File: config.mk
export PLATFORM = sky130hd
export DESIGN_NAME = parking_lot_ctrl_flat
export DESIGN_NICKNAME = d
export VERILOG_FILES = /design/src/rtl/parking_lot_ctrl_if.sv /design/src/rtl/parking_lot_ctrl.sv /design/src/flat_wrapper.sv
export SDC_FILE = /design/constraint.sdc
export NUM_CORES = 1
export LEC_CHECK = 0
export ABC_AREA = 1
export ABC_CLOCK_PERIOD_IN_PS = 3100
export CORE_MARGIN = 3
export CORE_UTILIZATION = 50
export CTS_CLUSTER_SIZE = 40
export DETAILED_ROUTE_END_ITERATION = 12
export PLACE_DENSITY = 0.85
export SLEW_MARGIN = 40
export SYNTH_ARGS = -nofsm -noshare
export SYNTH_HDL_FRONTEND = slang
export SYNTH_SLANG_ARGS = --single-unit
export TNS_END_PERCENT = 20
File: constraint.sdc
create_clock -name clk -period 3.1 [get_ports clk]
set_input_delay 0.31 -clock clk [delete_from_list [all_inputs] [get_ports clk]]
set_output_delay 0.31 -clock clk [all_outputs]
set_load 0.1 [all_outputs]
File: src/rtl/parking_lot_ctrl_if.sv
// Gate-sensor and occupancy signal bundle for parking_lot_ctrl.
// The sensor side (master) drives a/b; the controller (slave) drives the rest.
interface parking_lot_ctrl_if #(
  parameter int unsigned CW = 4
);
  logic          a;
  logic          b;
  logic [CW-1:0] count;
  logic          full;
  logic          empty;
  logic          car_in;
  logic          car_out;
  logic          reject;
  logic          seq_err;

  modport master (
    output a, b,
    input  count, full, empty, car_in, car_out, reject, seq_err
  );

  modport slave (
    input  a, b,
    output count, full, empty, car_in, car_out, reject, seq_err
  );
endinterface

File: src/rtl/parking_lot_ctrl.sv
// Parking-lot occupancy controller: decodes entry/exit sequences from the
// outer (a) and inner (b) gate beams and keeps a saturating occupancy count.
module parking_lot_ctrl #(
  parameter int unsigned MAX_COUNT   = 15,
  parameter int unsigned CW          = 4,
  parameter int unsigned SYNC_STAGES = 0
) (
  input  logic             clk,
  input  logic             reset_n,
  parking_lot_ctrl_if.slave bus
);

  typedef enum logic [2:0] {
    IDLE, IN1, IN2, IN3, OUT1, OUT2, OUT3, ERR
  } state_t;

  localparam logic [CW-1:0] MAX_C = CW'(MAX_COUNT);

  state_t        r_state;
  state_t        w_next_state;
  logic [1:0]    w_s;

  logic [CW-1:0] r_count;
  logic          r_full;
  logic          r_empty;
  logic          r_car_in;
  logic          r_car_out;
  logic          r_reject;
  logic          r_seq_err;

  logic          w_entry_done;
  logic          w_exit_done;
  logic [CW-1:0] w_count_nxt;
  logic          w_car_in_nxt;
  logic          w_car_out_nxt;
  logic          w_reject_nxt;
  logic          w_seq_err_nxt;

  generate
    if (SYNC_STAGES == 0) begin : g_nosync
      assign w_s = {bus.a, bus.b};
    end else begin : g_sync
      logic [1:0] r_sync [SYNC_STAGES];
      // Sensor synchroniser chain; the FSM sees only the last stage.
      always_ff @(posedge clk or negedge reset_n) begin
        if (!reset_n) begin
          for (int unsigned i = 0; i < SYNC_STAGES; i++) r_sync[i] <= '0;
        end else begin
          r_sync[0] <= {bus.a, bus.b};
          for (int unsigned i = 1; i < SYNC_STAGES; i++) r_sync[i] <= r_sync[i-1];
        end
      end
      assign w_s = r_sync[SYNC_STAGES-1];
    end
  endgenerate

  // State register.
  always_ff @(posedge clk or negedge reset_n) begin
    if (!reset_n) r_state <= IDLE;
    else          r_state <= w_next_state;
  end

  // Next-state decode; holding any sensor value keeps the current state.
  always_comb begin
    w_next_state = r_state;
    unique case (r_state)
      IDLE: case (w_s)
              2'b10:   w_next_state = IN1;
              2'b01:   w_next_state = OUT1;
              2'b11:   w_next_state = ERR;
              default: w_next_state = IDLE;
            endcase
      IN1:  case (w_s)
              2'b11:   w_next_state = IN2;
              2'b00:   w_next_state = IDLE;
              2'b01:   w_next_state = ERR;
              default: w_next_state = IN1;
            endcase
      IN2:  case (w_s)
              2'b01:   w_next_state = IN3;
              2'b10:   w_next_state = IN1;
              2'b00:   w_next_state = ERR;
              default: w_next_state = IN2;
            endcase
      IN3:  case (w_s)
              2'b11:   w_next_state = IN2;
              2'b10:   w_next_state = ERR;
              2'b00:   w_next_state = IDLE;
              default: w_next_state = IN3;
            endcase
      OUT1: case (w_s)
              2'b11:   w_next_state = OUT2;
              2'b00:   w_next_state = IDLE;
              2'b10:   w_next_state = ERR;
              default: w_next_state = OUT1;
            endcase
      OUT2: case (w_s)
              2'b10:   w_next_state = OUT3;
              2'b01:   w_next_state = OUT1;
              2'b00:   w_next_state = ERR;
              default: w_next_state = OUT2;
            endcase
      OUT3: case (w_s)
              2'b11:   w_next_state = OUT2;
              2'b01:   w_next_state = ERR;
              2'b00:   w_next_state = IDLE;
              default: w_next_state = OUT3;
            endcase
      ERR:  if (w_s == 2'b00) w_next_state = IDLE;
      default: w_next_state = IDLE;
    endcase
  end

  // Output decode: next count, flags and event pulses from the transition taken.
  always_comb begin
    w_entry_done  = (r_state == IN3)  && (w_s == 2'b00);
    w_exit_done   = (r_state == OUT3) && (w_s == 2'b00);
    w_count_nxt   = r_count;
    w_car_in_nxt  = 1'b0;
    w_car_out_nxt = 1'b0;
    w_reject_nxt  = 1'b0;
    w_seq_err_nxt = (w_next_state == ERR) && (r_state != ERR);
    if (w_entry_done) begin
      if (r_count < MAX_C) begin
        w_count_nxt  = r_count + 1'b1;
        w_car_in_nxt = 1'b1;
      end else begin
        w_reject_nxt = 1'b1;
      end
    end
    if (w_exit_done) begin
      if (r_count != '0) begin
        w_count_nxt   = r_count - 1'b1;
        w_car_out_nxt = 1'b1;
      end else begin
        w_reject_nxt = 1'b1;
      end
    end
  end

  // Count, flags and pulses are registered together so they always agree.
  always_ff @(posedge clk or negedge reset_n) begin
    if (!reset_n) begin
      r_count   <= '0;
      r_full    <= 1'b0;
      r_empty   <= 1'b1;
      r_car_in  <= 1'b0;
      r_car_out <= 1'b0;
      r_reject  <= 1'b0;
      r_seq_err <= 1'b0;
    end else begin
      r_count   <= w_count_nxt;
      r_full    <= (w_count_nxt == MAX_C);
      r_empty   <= (w_count_nxt == '0);
      r_car_in  <= w_car_in_nxt;
      r_car_out <= w_car_out_nxt;
      r_reject  <= w_reject_nxt;
      r_seq_err <= w_seq_err_nxt;
    end
  end

  assign bus.count   = r_count;
  assign bus.full    = r_full;
  assign bus.empty   = r_empty;
  assign bus.car_in  = r_car_in;
  assign bus.car_out = r_car_out;
  assign bus.reject  = r_reject;
  assign bus.seq_err = r_seq_err;

endmodule

File: src/flat_wrapper.sv
// flat-port wrapper written by rule: the top's interface ports become plain ports
module parking_lot_ctrl_flat 
#(
  parameter int unsigned MAX_COUNT   = 15,
  parameter int unsigned CW          = 4,
  parameter int unsigned SYNC_STAGES = 0
)
  (clk, reset_n, bus_a, bus_b, bus_count, bus_full, bus_empty, bus_car_in, bus_car_out, bus_reject, bus_seq_err);
  parking_lot_ctrl_if #(.CW(CW)) bus_i ();
  input  logic clk;
  input  logic reset_n;
  input wire logic [$bits(bus_i.a)-1:0] bus_a;
  input wire logic [$bits(bus_i.b)-1:0] bus_b;
  output wire logic [$bits(bus_i.count)-1:0] bus_count;
  output wire logic [$bits(bus_i.full)-1:0] bus_full;
  output wire logic [$bits(bus_i.empty)-1:0] bus_empty;
  output wire logic [$bits(bus_i.car_in)-1:0] bus_car_in;
  output wire logic [$bits(bus_i.car_out)-1:0] bus_car_out;
  output wire logic [$bits(bus_i.reject)-1:0] bus_reject;
  output wire logic [$bits(bus_i.seq_err)-1:0] bus_seq_err;
  assign bus_i.a = bus_a;
  assign bus_i.b = bus_b;
  assign bus_count = bus_i.count;
  assign bus_full = bus_i.full;
  assign bus_empty = bus_i.empty;
  assign bus_car_in = bus_i.car_in;
  assign bus_car_out = bus_i.car_out;
  assign bus_reject = bus_i.reject;
  assign bus_seq_err = bus_i.seq_err;
  parking_lot_ctrl #(.MAX_COUNT(MAX_COUNT), .CW(CW), .SYNC_STAGES(SYNC_STAGES)) u_core (.clk(clk), .reset_n(reset_n), .bus(bus_i));
endmodule
==> results of run 1 <==
cells by family after synthesis:
group / count (synthesis)
AO/OA/AOI/OAI: 9
XOR/XNOR: 1
adder cells (fa/ha/maj): 9
buffers and inverters: 25
flip-flops: 13
AND/OR/NAND/NOR: 87
sequential cells by signal, summed over array words and instances, names as in the netlist:
| name | cells |
|---|---|
| u_core.r_state | 3 |
| u_core.bus.full | 1 |
| u_core.bus.seq_err | 1 |
| u_core.bus.car_out | 1 |
| u_core.bus.reject | 1 |
| u_core.bus.count | 4 |
| u_core.bus.empty | 1 |
| u_core.bus.car_in | 1 |
report_power, final:
part,switching (mW),internal [mW],leakage (nW)
Sequential,0.126,0.227,0.158
Combinational,0.578,0.201,0.456
Clock,0.0534,0.0498,0.0150
worst register-to-register path, stage by stage (launching register included):
cell     delay (ns)
dfrtp_1        0.68
nand2_4        0.11
nor2_4         0.17
nand3_2        0.16
inv_2          0.09
nand2_1        0.05
nand3_1        0.09
nand2_2        0.07
nand2_2        0.06
nor2_2         0.03
metal layers:
| metal | track usage | routed length, um |
|---|---|---|
| met3 | 0.0516 | 134 |
| met2 | 0.322 | 1160 |
| met4 | 0.0830 | 45 |
| met5 | 0 | 0 |
| met1 | 0.244 | 990 |
metrics by stage:
step | hold WS [ns] | power, mW
finish | 0.399 | 1.24
detailed placement | 0.669 | 1.13
global route | 0.439 | 1.33
CTS | 0.410 | 1.23
global placement | 0.673 | 1.13
floorplan | 0.0144 | 0.985
cells in the mapped netlist:
cell / n / area share
nand2_2: 4 / 0.024
dfrtp_1: 12 / 0.29
nand2_4: 2 / 0.021
nand4_1: 6 / 0.036
or2_1: 1 / 0.0059
nand2_1: 31 / 0.11
nand3_4: 1 / 0.017
o21ai_0: 5 / 0.024
xor2_1: 1 / 0.0083
a21boi_2: 1 / 0.011
inv_1: 17 / 0.061
nor3_2: 1 / 0.0095
buf_4: 1 / 0.0071
nor2_4: 2 / 0.021
buf_6: 1 / 0.011
o22ai_1: 1 / 0.0059
nor3_1: 2 / 0.0095
ha_1: 9 / 0.11
nor2_2: 2 / 0.012
o21ai_1: 1 / 0.0048
nand3_2: 1 / 0.0095
inv_2: 6 / 0.021
nor2_1: 14 / 0.050
nand3_1: 19 / 0.090
o211ai_1: 1 / 0.0071
nor4_1: 1 / 0.0059
dfstp_2: 1 / 0.025
area by class of cell:
cell class              instances  area [um2]
multi-input cells             106         621
inverters                      23        86.3
fillers                       160         674
flip-flops and latches         13         327
repair buffers                 13        92.6
well taps                      25        31.3
clock buffers                   4        26.3
final timing paths:
kind,startpoint,to,slack [ns],cells after the start
max,bus_a,u_core.bus.full,1.17,11
min,reset_n,u_core.r_state[1],0.40,1
max reg2reg,u_core.r_state[1],u_core.bus.full,1.47,9
min reg2reg,u_core.bus.count[0],u_core.bus.count[0],0.70,3
max in group asynchronous,reset_n,u_core.bus.empty,2.32,1
min in group clk,u_core.bus.count[0],u_core.bus.count[0],0.70,3
==> metrics.txt, run 1 <==
run status finished clean; worst-path cell chain clkdlybuf4s50_1, inv_1, ha_1, inv_2, nor3_2, inv_1, nand2_1, nand3_1, nand2_1, nand2_1, nor2_2; Die X 51.9 um; commonest non-fill, non-tap cells in the layout 31 x nand2_1, 19 x nand3_1, 17 x inv_1, 14 x nor2_1, 12 x dfrtp_1; H-tree levels 1; Final Slew Violations 0; number of global-route vias before repair 959; actual slew at the worst max-slew pin 0.573 ns; Initial Utilization 0.566; main combinational cell family by area after synthesis simple AND/OR/NAND/NOR gates; GPL Wtd Cong 0.934; worst slack at placement 0.914 ns; PortBufs 13; gr ovfl total 0; CP peak stage delay 0.48 ns; die area 2690 um2; sequential area share after synthesis 0.310; flops & latches, synth 13; Max FO, Critical Path 7; Max Fclk 518 MHz; Bufs on Longest Clock Path 2; delay-heaviest family, CP buffers and inverters; most common cell after layout, fill and taps aside nand2_1; maximum vdd drop 826 uV; Tot GR Track Use 0.198; Num CTS Buffers 3; RSZ-0062 raised after global routing no; Reg clk slew, reported paths 0.08 ns; layout cell share with drive strength beyond 1 0.214; Setup-failing EPs final 0; Root Driver clkbuf_4; Die Y 51.9 um; Layout area overhead 12.5%; DR WL/cell 12.7 um; crit path buf inv count 4; Setup WS post-layout 1.17 ns; post-synthesis compound-gate area fraction 0.0523; largest net degree at the start of global routing 14; I/O pin count 14; LEAKAGE 0.629 nW; max_slew headroom 0.617; Final min period 1.93 ns; post-route cell area 1180 um2; core area 1860 um2; Area after DPL 1160 um2; CTS tree built; Syn Inst Count 144; Fin. Hold Viols 0; antenna violations before repair 0; PwrDens 1040 nW/um2; placed instance count 180; crit path DAT 2.14 ns; most frequent CP cell nand2_1; Layout Cells excl Fill 184; final WL 2.33 mm; Synth Cell Area 1050 um2; worst hold-check path type in2async; routed via count 985; HPWL after DPL 1.83 mm; Mapped Avg Cell Area 7.31 um2; Cell variety after synth 27; First-pass DRT Iterations 4; Worst EP required 3.31 ns; CP Capture Type register; Worst path slowest cell clkdlybuf4s50_1; Antenna Nets Post-Route 0; critical setup path kind in2reg; Post-CTS Setup Inserts 0; clock skew 0.00219 ns; DR iter-0 viols 22; via/cell ratio 5.35; Maximum Capacitance Violations 0; Post-Synth Simple-Gate Area 0.422; period utilisation layout 0.623; Post-Synth XOR/XNOR Area 0.00832; Synth warnings 0; DRC violations left 0; Worst-Skew Late Latency 0.27 ns; post-cts sizing count 0; cts hold-fix bufs 0; critical path startpoint category input pin; post-route setup TNS 0 ns; antenna cells 0; syn_nets 157; first-pass GRT wire length 3.98 mm; Clock Sinks 13; Nets 173; adder-cell share of the synthesized area 0.107; Layout Utilization 0.637; proportion of synthesized area in mux cells 0; # rows 15
(Power assumes the default switching activity.)
==> run 2: changes to the inputs <==
--- a/config.mk
+++ b/config.mk
@@ -6,7 +6,7 @@
 export NUM_CORES = 1
 export LEC_CHECK = 0
 export ABC_AREA = 1
-export ABC_CLOCK_PERIOD_IN_PS = 3100
+export ABC_CLOCK_PERIOD_IN_PS = 1950
 export CORE_MARGIN = 3
 export CORE_UTILIZATION = 50
 export CTS_CLUSTER_SIZE = 40
==> constraint.sdc (replaced) <==
create_clock -name clk -period 1.95 [get_ports clk]
set_input_delay 0.195 -clock clk [delete_from_list [all_inputs] [get_ports clk]]
set_output_delay 0.195 -clock clk [all_outputs]
set_load 0.1 [all_outputs]
==> run 2 against run 1 <==
  * Design area increased by 1.9%
  * Critical endpoint unchanged
  * Critical path depth is the same
  * Non-clock buffer count up 1
  * Worst hold slack got worse by 0.12 ns
==> metrics.txt, run 2 (synthesis gave the netlist of run 1 again) <==
run status finished clean (unchanged); most common cell after layout, fill and taps aside nand2_1 (unchanged); uppermost layer routed met4 (unchanged); Worst-Skew Late Latency 0.27 ns (about the same); critical setup path kind in2reg (unchanged); clock skew 0.00643 ns (was 0.00219 ns); first-pass GRT wire length 3.80 mm (was 3.98 mm); Bufs on Longest Clock Path 2 (unchanged); Layout area overhead 14.6% (was 12.5%); Sw Ratio 0.605 (was 0.613); DR iter-0 viols 36 (was 22); most frequent CP cell nand2_1 (unchanged); switching pwr 1.20 mW (was 757 uW); post-route cell area 1210 um2 (was 1180 um2); PortBufs 13 (unchanged); post-route setup TNS 0 ns (unchanged); PwrDens 1640 nW/um2 (was 1040 nW/um2); Final min period 1.61 ns; Die Y 51.9 um (unchanged); FF-to-FF setup slack 0.39 ns (was 1.47 ns); Nets 174 (was 173); Post-CTS Setup Inserts 0 (unchanged); DR WL met3 104 um (was 134 um); I/O pin count 14 (unchanged); layout cell share with drive strength beyond 1 0.231 (was 0.214); Gate power share 0.636 (was 0.631); commonest non-fill, non-tap cells in the layout 31 x nand2_1, 19 x nand3_1, 17 x inv_1, 14 x nor2_1, 11 x buf_4 (was 31 x nand2_1, 19 x nand3_1, 17 x inv_1, 14 x nor2_1, 12 x dfrtp_1); actual slew at the worst max-slew pin 0.564 ns (was 0.573 ns); RSZ-0062 raised after global routing no (unchanged); Total Power 1.97 mW (was 1.24 mW); CP peak stage delay 0.48 ns (about the same); post-cts sizing count 0 (unchanged); HPWL after DPL 1.75 mm (was 1.83 mm); period utilisation layout 0.826; Clock Sinks 13 (unchanged); crit path DAT 1.82 ns (was 2.14 ns); max reg flops 4 (unchanged); crit path buf inv count 4 (unchanged); Reg power frac 0.283 (was 0.286); delay-heaviest family, CP buffers and inverters (unchanged); Initial Utilization 0.566 (unchanged); Root Driver clkbuf_4 (unchanged); worst-path cell chain clkdlybuf4s50_1, inv_1, ha_1, inv_2, nor3_2, inv_1, nand2_1, nand3_1, nand2_1, nand2_1, nor2_2 (unchanged); Pint 779 uW (was 478 uW); Maximum Capacitance Violations 0 (unchanged); Num CTS Buffers 3 (unchanged); core area 1860 um2 (unchanged); Layout Cells excl Fill 185 (was 184); DRC violations left 0 (unchanged); cts hold-fix bufs 0 (unchanged); Max Fclk 621 MHz; RR Endpoint u_core.bus.full (unchanged); power share of the clock group 0.081 (was 0.084); DR WL/cell 11.5 um (was 12.7 um); gr ovfl total 0 (unchanged); Tot GR Track Use 0.188 (was 0.198); LEAKAGE 0.632 nW (was 0.629 nW); CP endpoint u_core.bus.full (unchanged); worst hold-check path type in2async (unchanged); GPL Wtd Cong 0.933 (was 0.934); antenna cells 0 (unchanged); number of global-route vias before repair 956 (was 959); WL met1 948 um (was 990 um); Reg-to-Reg Start u_core.r_state[1] (unchanged); routed wl met2 1.05 mm (was 1.16 mm); placed instance count 181 (was 180); routed via count 979 (was 985); Fin. Hold Viols 0 (unchanged); Reg clk slew, reported paths 0.08 ns (about the same); maximum vdd drop 1320 uV (was 826 uV); Max FO, Critical Path 4 (was 7); Final Slew Violations 0 (unchanged); largest net degree at the start of global routing 14 (unchanged); via/cell ratio 5.29 (was 5.35); Setup-failing EPs final 0 (unchanged); Worst path slowest cell clkdlybuf4s50_1 (unchanged); First-pass DRT Iterations 4 (unchanged); # rows 15 (unchanged); critical path startpoint category input pin (unchanged); CTS tree built (unchanged); final WL 2.12 mm (was 2.33 mm); Antenna Nets Post-Route 0 (unchanged); worst setup path start bus_b (was bus_a); antenna violations before repair 0 (unchanged); R2R depth 8 (was 9); max_slew headroom 0.623 (was 0.617); Area after DPL 1180 um2 (was 1160 um2); number of cells on the critical path 11 (unchanged); die area 2690 um2 (unchanged); Worst EP required 2.16 ns (was 3.31 ns); H-tree levels 1 (unchanged); CP Capture Type register (unchanged); Die X 51.9 um (unchanged)
## run 2: changes by cell type in the layout (fill, tap and decap cells not counted), sizes merged
cell  change
buf       +1
## run 2: area by class of cell
cell class	count	area (um2)
Fill cell	162	652
Multi-Input combinational cell	106	621
Sequential cell	13	329
Timing Repair Buffer	14	113
Inverter	23	86.3
Tap cell	25	31.3
Clock buffer	4	26.3
## run 2: how the worst min path moves through the flow
stage | from | endpoint | cells past startpoint
after global placement | reset_n | u_core.bus.seq_err | 1
after detailed placement | reset_n | u_core.r_state[0] | 1
after CTS | reset_n | u_core.r_state[0] | 1
after global routing | reset_n | u_core.bus.full | 1
after floorplan | reset_n | u_core.bus.car_in | 0
final | reset_n | u_core.r_state[0] | 1
## run 2: metal layers
layer,vias to the layer above,global-route usage
met4,0,0.0655
met3,2,0.0430
met1,457,0.223
li1,498,-
met2,22,0.328
met5,-,0
## run 2: power by group through the flow
stage | registers, mW | clock network [mW] | logic, mW
2_1_floorplan | 0.914 | 0 | 0.656
3_3_place_gp | 0.562 | 0 | 1.23
3_5_place_dp | 0.559 | 0 | 1.26
4_1_cts | 0.559 | 0.167 | 1.26
5_1_grt | 0.586 | 0.182 | 1.37
6_report | 0.559 | 0.160 | 1.26
## run 2: through the flow
step	setup slack (ns)	util	hold WS, ns
floorplan	0.0444	-	-0.101
global placement	0.137	0.635	0.580
detailed placement	0.0659	0.635	0.593
CTS	0.349	0.649	0.290
global route	0.178	0.649	0.329
finish	0.340	0.649	0.283
